File: src/rtl/tx_frame_scheduler.sv
// Round-robin scheduler sharing one serial Transmitter among four requesters.
// Optional macro HIPRI0_EN gives port 0 fixed priority over the rotation.
module tx_frame_scheduler #(
  parameter int DATA_W  = 16,
  parameter int LEN_W   = 4,
  parameter int GAP_CYC = 2,
  parameter int TIMEOUT = 64
) (
  input  logic                  clk,
  input  logic                  rst,
  input  logic                  clkEn,
  input  logic [3:0]            Req,
  input  logic [4*LEN_W-1:0]    Len,
  input  logic [4*DATA_W-1:0]   DataIn,
  input  logic                  Done,
  output logic                  SerIn,
  output logic [3:0]            Grant,
  output logic [3:0]            Ack,
  output logic                  Err,
  output logic                  Busy
);

  localparam int CNT_W = $clog2(TIMEOUT + DATA_W + GAP_CYC + 1);
  localparam int LI_W  = $clog2(LEN_W);

  typedef enum logic [2:0] {
    S_IDLE, S_START, S_PORT, S_LENF, S_DATA, S_WAIT_DONE, S_GAP
  } state_e;

  state_e              r_state, w_state_nxt;
  logic [1:0]          r_ptr, w_ptr_nxt;
  logic [1:0]          r_id, w_id_nxt;
  logic [LEN_W-1:0]    r_len, w_len_nxt;
  logic [DATA_W-1:0]   r_data, w_data_nxt;
  logic [CNT_W-1:0]    r_cnt, w_cnt_nxt;
  logic                r_ser, w_ser_nxt;
  logic [3:0]          r_grant, w_grant_nxt;
  logic [3:0]          r_ack, w_ack_nxt;
  logic                r_err, w_err_nxt;
  logic                r_busy, w_busy_nxt;

  logic [1:0]          w_sel;
  logic                w_req_hit;
  logic                w_hipri;
  logic [LI_W-1:0]     w_len_idx;
  logic [LEN_W-1:0]    w_dat_idx;

`ifdef HIPRI0_EN
  assign w_hipri = Req[0];
`else
  assign w_hipri = 1'b0;
`endif

  // Bit currently on the line is r_cnt; the next one sent is r_cnt-1.
  assign w_len_idx = r_cnt[LI_W-1:0] - LI_W'(1);
  assign w_dat_idx = r_cnt[LEN_W-1:0] - LEN_W'(1);

  always_comb begin
    w_sel     = r_ptr;
    w_req_hit = 1'b0;
    // Scan downward so the port closest to r_ptr is the one left selected.
    for (int k = 3; k >= 0; k--) begin
      if (Req[r_ptr + 2'(k)]) begin
        w_sel     = r_ptr + 2'(k);
        w_req_hit = 1'b1;
      end
    end
    if (w_hipri) w_sel = 2'd0;
  end

  always_comb begin
    // NOTE: every next-value gets a default first, so no path can infer a latch.
    w_state_nxt = r_state;
    w_ptr_nxt   = r_ptr;
    w_id_nxt    = r_id;
    w_len_nxt   = r_len;
    w_data_nxt  = r_data;
    w_cnt_nxt   = r_cnt;
    w_ser_nxt   = r_ser;
    w_grant_nxt = 4'b0000;
    w_ack_nxt   = 4'b0000;
    w_err_nxt   = 1'b0;
    w_busy_nxt  = r_busy;

    case (r_state)
      S_IDLE: begin
        if (clkEn && w_req_hit) begin
          w_grant_nxt = 4'b0001 << w_sel;
          w_id_nxt    = w_sel;
          w_len_nxt   = Len[w_sel*LEN_W +: LEN_W];
          w_data_nxt  = DataIn[w_sel*DATA_W +: DATA_W];
          w_ser_nxt   = 1'b0;
          w_busy_nxt  = 1'b1;
          w_ptr_nxt   = w_hipri ? r_ptr : w_sel + 2'd1;
          w_state_nxt = S_START;
        end
      end
      S_START: begin
        if (clkEn) begin
          w_ser_nxt   = r_id[1];
          w_cnt_nxt   = CNT_W'(1);
          w_state_nxt = S_PORT;
        end
      end
      S_PORT: begin
        if (clkEn) begin
          if (r_cnt != '0) begin
            w_ser_nxt = r_id[0];
            w_cnt_nxt = '0;
          end else begin
            w_ser_nxt   = r_len[LEN_W-1];
            w_cnt_nxt   = CNT_W'(LEN_W - 1);
            w_state_nxt = S_LENF;
          end
        end
      end
      S_LENF: begin
        if (clkEn) begin
          if (r_cnt != '0) begin
            w_ser_nxt = r_len[w_len_idx];
            w_cnt_nxt = r_cnt - CNT_W'(1);
          end else begin
            w_ser_nxt   = r_data[r_len];
            w_cnt_nxt   = CNT_W'(r_len);
            w_state_nxt = S_DATA;
          end
        end
      end
      S_DATA: begin
        if (clkEn) begin
          if (r_cnt != '0) begin
            w_ser_nxt = r_data[w_dat_idx];
            w_cnt_nxt = r_cnt - CNT_W'(1);
          end else begin
            w_ser_nxt   = 1'b1;
            w_cnt_nxt   = '0;
            w_state_nxt = S_WAIT_DONE;
          end
        end
      end
      S_WAIT_DONE: begin
        // Done is checked on every clock; only the timeout count needs clkEn.
        if (Done) begin
          w_ack_nxt   = 4'b0001 << r_id;
          w_cnt_nxt   = '0;
          w_state_nxt = S_GAP;
        end else if (clkEn) begin
          if (r_cnt == CNT_W'(TIMEOUT - 1)) begin
            w_err_nxt   = 1'b1;
            w_cnt_nxt   = '0;
            w_state_nxt = S_GAP;
          end else begin
            w_cnt_nxt = r_cnt + CNT_W'(1);
          end
        end
      end
      S_GAP: begin
        if (clkEn) begin
          if (r_cnt == CNT_W'(GAP_CYC - 1)) begin
            w_cnt_nxt   = '0;
            w_busy_nxt  = 1'b0;
            w_state_nxt = S_IDLE;
          end else begin
            w_cnt_nxt = r_cnt + CNT_W'(1);
          end
        end
      end
      default: w_state_nxt = S_IDLE;
    endcase
  end

  // NOTE: sequential state uses non-blocking assignments only.
  always_ff @(posedge clk) begin
    if (rst) begin
      r_state <= S_IDLE;
      r_ptr   <= '0;
      r_id    <= '0;
      r_len   <= '0;
      r_data  <= '0;
      r_cnt   <= '0;
      r_ser   <= 1'b1;
      r_grant <= '0;
      r_ack   <= '0;
      r_err   <= 1'b0;
      r_busy  <= 1'b0;
    end else begin
      r_state <= w_state_nxt;
      r_ptr   <= w_ptr_nxt;
      r_id    <= w_id_nxt;
      r_len   <= w_len_nxt;
      r_data  <= w_data_nxt;
      r_cnt   <= w_cnt_nxt;
      r_ser   <= w_ser_nxt;
      r_grant <= w_grant_nxt;
      r_ack   <= w_ack_nxt;
      r_err   <= w_err_nxt;
      r_busy  <= w_busy_nxt;
    end
  end

  assign SerIn = r_ser;
  assign Grant = r_grant;
  assign Ack   = r_ack;
  assign Err   = r_err;
  assign Busy  = r_busy;

endmodule
File: config.mk
export PLATFORM = sky130hd
export DESIGN_NAME = tx_frame_scheduler
export DESIGN_NICKNAME = d
export VERILOG_FILES = /design/src/rtl/tx_frame_scheduler.sv
export SDC_FILE = /design/constraint.sdc
export NUM_CORES = 1
export LEC_CHECK = 0
export CAP_MARGIN = 20
export CORE_ASPECT_RATIO = 0.5
export CORE_MARGIN = 2
export CORE_UTILIZATION = 35
export DETAILED_ROUTE_END_ITERATION = 7
export PLACE_DENSITY = 0.74
export SLEW_MARGIN = 10
export SYNTH_ARGS = -nofsm -noshare
export SYNTH_HDL_FRONTEND = slang
export SYNTH_SLANG_ARGS = --single-unit
File: constraint.sdc
create_clock -name clk -period 8.05 [get_ports clk]
set_clock_uncertainty 0.2 [all_clocks]
set_input_delay 1.61 -clock clk [delete_from_list [all_inputs] [get_ports clk]]
set_output_delay 1.61 -clock clk [all_outputs]
set_load 0.02 [all_outputs]
# Word level (Yosys, flattened, before mapping)
# Cells that the tools add are included.
[word_totals]
regBits = 45
latchBits = 0
mem_bits_rw = 0
rom_bits = 0
inputBits = 88
word_cells = 132
mem_count = 0
[classes]
add_sub_neg = 8
multipliers = 0
div_mod_pow = 0
order_cmp = 7
eq_ne = 20
shift = 4
muxes = 63
n_bitwise = 5
n_reduce_logical = 14
[op_table]
columns = ["cell", "n"]
rows = [
  ["2-to-1 mux 7 bit", 11],
  ["indexed part select 64 x 7 -> 16 bit", 1],
  ["one-hot mux 7 bit (6 select lines)", 1],
  ["2-to-1 mux 3 bit", 13],
  ["2-to-1 mux 1 bit", 23],
  ["one-hot mux 3 bit (7 select lines)", 1],
  ["inequality test 2 bit, second input constant", 10],
  ["indexed part select 16 x 5 -> 4 bit", 1],
  ["< comparator 2 x 3 -> 1 bit, second input constant", 5],
  ["AND reduction 12 bit", 1],
  ["binary-select mux 1 bit (select 2 bit)", 5],
  ["< comparator 4 x 5 -> 1 bit, second input constant", 2],
  ["2-to-1 mux 2 bit", 5],
  ["equality test 3 bit, second input constant", 3],
  ["binary-select mux 1 bit (select 4 bit)", 2],
  ["left shift 1 x 2 -> 4 bit, first input constant", 2],
  ["adder 7 x 1 -> 7 bit, second input constant", 1],
  ["equality test 7 x 1 -> 1 bit, second input constant", 1],
  ["equality test 7 x 6 -> 1 bit, second input constant", 1],
  ["AND reduction 7 bit", 1],
  ["nonzero test 7 bit", 1],
  ["subtractor 7 x 1 -> 7 bit, second input constant", 1],
  ["equality test 3 x 2 -> 1 bit, second input constant", 2],
  ["inequality test 3 bit, second input constant", 2],
  ["18 further kinds", 25],
]

# Longest topological paths before layout
[logic_depth]
ltp_word = 10
depth_mapped = 9
mapped_depth_nobuf = 7

# Worst setup path after synthesis
# Ideal clock, no wire load.
[synth_timing]
path_type = "input to register"
from = "in Req[2]"
to = "reg r_data[10]"
setup_ps = 130
arrival_time_ps = 2946
setup_slack_ps = 4774
stages = 7
path_cell_list = "nor2b_1 -> o21a_1 -> or3_1 -> buf_2 -> clkbuf_1 -> a211oi_1 -> o31ai_1"
[synth_via]
elab_chain_len = 8
[synth_rtl]
columns = ["element", "line", "rtl"]
rows = [
  ["start, declared", "12", "input logic [3:0] Req,"],
  ["branches (longest 8 deep; another with indexed part select 64 x 7 -> 16 bit)", "--", ""],
  ["end signal, assigned", "191", "r_data <= w_data_nxt;"],
  ["end, declared", "34", "logic [DATA_W-1:0] r_data, w_data_nxt;"],
]
# Parallel ways; which one is timed is not known. The select of a mux whose other input is x is not followed.
# A chain may end at the register's enable or synchronous reset.

# Worst setup path after layout
[layout_timing]
from = "in Req[3]"
to = "reg r_len[0]"
[layout_via]
elab_chain_len = 8
[layout_rtl]
columns = ["element", "line", "rtl"]
rows = [
  ["branches (longest 8 deep; another with indexed part select 16 x 5 -> 4 bit)", "--", ""],
  ["end signal, assigned", "190", "r_len <= w_len_nxt;"],
  ["end, declared", "33", "logic [LEN_W-1:0] r_len, w_len_nxt;"],
]
# Parallel ways; which one is timed is not known. The select of a mux whose other input is x is not followed.

==> results.cfg <==
[global_route]
grt_pass1_wl_um = 16300
antenna_found_initial = 0
grt_max_degree = 43
grt_use_total = 0.189
grt_pass1_vias = 3190
overflow = 0

[synth]
syn-instance-count = 405
yosysMostFrequentCell = dfxtp_1
synth_area_leaders = dfxtp_1, nor4b_1, a211oi_1, mux4_2, o31ai_1
netlist_area_um2 = 3440
ys_types = 61
async_flop_share = 0
netlist.area_leader.share = 0.262
avgSynthCellArea_um2 = 8.50
syn_nets = 497
yosysWarnings = 0
ys_ff_latch = 45
yosysSeqAreaShare = 0.262
synth_edf_count = 0
synth_ff_type = dfxtp_1
synth_common_cells = dfxtp_1, a211oi_1, nor4b_1, clkbuf_1, o31ai_1
synth_top_area_cell = dfxtp_1

[power_and_ir_drop]
irDropWorstVdd_uv = 76.1
switching_power_mw = 0.218
p_seq_frac = 0.356
leakage_nw = 1.46
p_int_mw = 0.524
swShare = 0.294
power_density_nw_per_um2 = 160
power.share.clock = 0.362
power_frac_comb = 0.282

[clock_tree]
path_clk_slew_ns = 0.06
post_cts_resized = 0
hold_buffers = 0
clockBufferDepth = 2
cts_sinks = 45
h-tree-depth = 2
post_cts_buffers = 0
cts_made_buffers = 5
clk_latency_ns = 0.29
cts_tree = yes
root_buffer = clkbuf_16

[timing]
setup_tns_ns = 0
grt_setup_unrepaired = false
setup_viol = 0
drv_slew = 0
fmax_mhz = 247
finalCriticalPeriod_ns = 4.05
hold_ws_ns = 0.295
slew_headroom = 0.389
hold_violations = 0
worst_pin_slew_ns = 0.917
fin_crit_sh = 0.503

[run_status]
status = completed

[layout]
multiInputGateArea_um2 = 2310
fin_cells = 605
diodes = 0
drive_gt1_frac = 0.0723
nets = 561
area_growth_pct = 34.4
num-fill-cells = 895
seq_area_um2 = 901

[place]
dp.final_hpwl_um = 7200
dp.cells = 597
port_buffers = 98
gp_congestion = 0.935

[worst_setup_path]
worst_setup_path_start_kind = input pin
arrival_ns = 3.99
worst-path-max-fanout = 42
crit_path_frequent_cell = buf_4
path_class = in -> reg
critPathRequiredTime_ns = 8.00
crit_path_end_kind = register
crit_path_max_incr_delay_ns = 0.61
path_cells = clkdlybuf4s50_1 -> nor2b_1 -> o21a_1 -> buf_4 -> or3_1 -> buf_4 -> a211oi_1 -> o31ai_1
slowest_stage = clkdlybuf4s50_1

[route]
drt_iter0_drc = 377
wire_per_inst_um = 16.9
ant_nets = 0
viasPerCell = 5.99
post-route-drc-count = 0
first_pass_iters = 5
totalWireLength_um = 10200
vias = 3624

[hold_path]
min_path_type = reg -> reg

[floorplan]
die_area_um2 = 10700
row_count = 25
start_util = 0.362
die_h_um = 74.1
fp.coreArea_um2 = 9510
die_width_um = 144
io-pin-count = 99

[job]
max_cap_viol_count = 0
-- registers in the layout, summed over array words and instances, names as in the netlist --
register,flops
r_id,2
Ack,4
Err,1
r_data,16
r_state,3
Busy,1
r_len,4
r_cnt,7
Grant,4
r_ptr,2
SerIn,1
-- layout by cell type (no fill, tap or decap), drive strengths merged, types with 3 or more instances in the layout --
cell | synthesis | layout
o21ai | 9 | 9
a211o | 3 | 3
buf | 10 | 5
nand2 | 20 | 20
clkdlybuf4s50 | 0 | 98
nand3 | 7 | 7
mux2i | 5 | 5
o211ai | 3 | 3
a21oi | 17 | 17
nor3 | 15 | 15
o31ai | 24 | 24
a211oi | 43 | 43
dfxtp | 45 | 45
ha | 4 | 4
mux4 | 8 | 8
and2 | 3 | 3
nor2b | 7 | 7
nand3b | 21 | 21
o221ai | 3 | 3
nor4 | 7 | 7
nor2 | 18 | 18
inv | 8 | 9
nor4b | 40 | 40
or4 | 3 | 3
or3 | 5 | 5
nand2b | 8 | 8
clkbuf | 35 | 5
-- path summary, 6_finish.rpt --
path,to,cells after the start,slack (ns),start
max,r_len[0],8,4.00,Req[3]
min,Busy,2,0.29,Busy
max reg2reg,r_state[0],6,5.24,r_cnt[0]
min reg2reg,Busy,2,0.29,Busy
-- stage by stage --
stage | setup WS [ns] | utilization | area [um^2] | total power [mW]
floorplan | 4.77 | - | 3440 | 0.395
global placement | 3.74 | 0.466 | 4430 | 0.473
detailed placement | 3.73 | 0.466 | 4430 | 0.477
CTS | 4.03 | 0.487 | 4630 | 0.744
global route | 3.75 | 0.487 | 4630 | 0.778
finish | 4.00 | 0.487 | 4630 | 0.742
-- per-layer routing --
layer,GRT usage,vias up,part of all wire
met1,0.292,1735,0.49
met3,0.0212,11,0.061
li1,-,1733,-
met4,0.0421,0,0.010
met2,0.282,145,0.43
met5,0,-,0
-- cells by family after synthesis --
logic type	synth area share
simple gates	0.302
compound gates	0.269
buf+inv	0.0738
flops	0.262
mux	0.0734
fa+ha+maj	0.0145
xor+xnor	0.00509
-- final cells by class --
| cell class | instances | share of cell area |
|---|---|---|
| clock buffers | 5 | 0.0270 |
| clock inverters | 3 | 0.0149 |
| inverters | 9 | 0.00730 |
| multi-input cells | 305 | 0.499 |
| flip-flops and latches | 45 | 0.195 |
| well taps | 135 | 0.0365 |
| repair buffers | 103 | 0.220 |
-- critical path, delay by kind of cell --
| family | cells | cell delay, ns |
|---|---|---|
| buf+inv | 3 | 1.14 |
| compound gates | 3 | 0.72 |
| simple gates | 2 | 0.48 |
-- power groups by stage --
stage                     combinational [mW]  clock [mW]  sequential, mW
after global routing                   0.229       0.283           0.266
after global placement                 0.206           0           0.267
after CTS                              0.209       0.271           0.263
after detailed placement               0.209           0           0.268
after floorplan                        0.138           0           0.257
final                                  0.210       0.269           0.264
No activity file was read; power rests on OpenSTA's default activity.
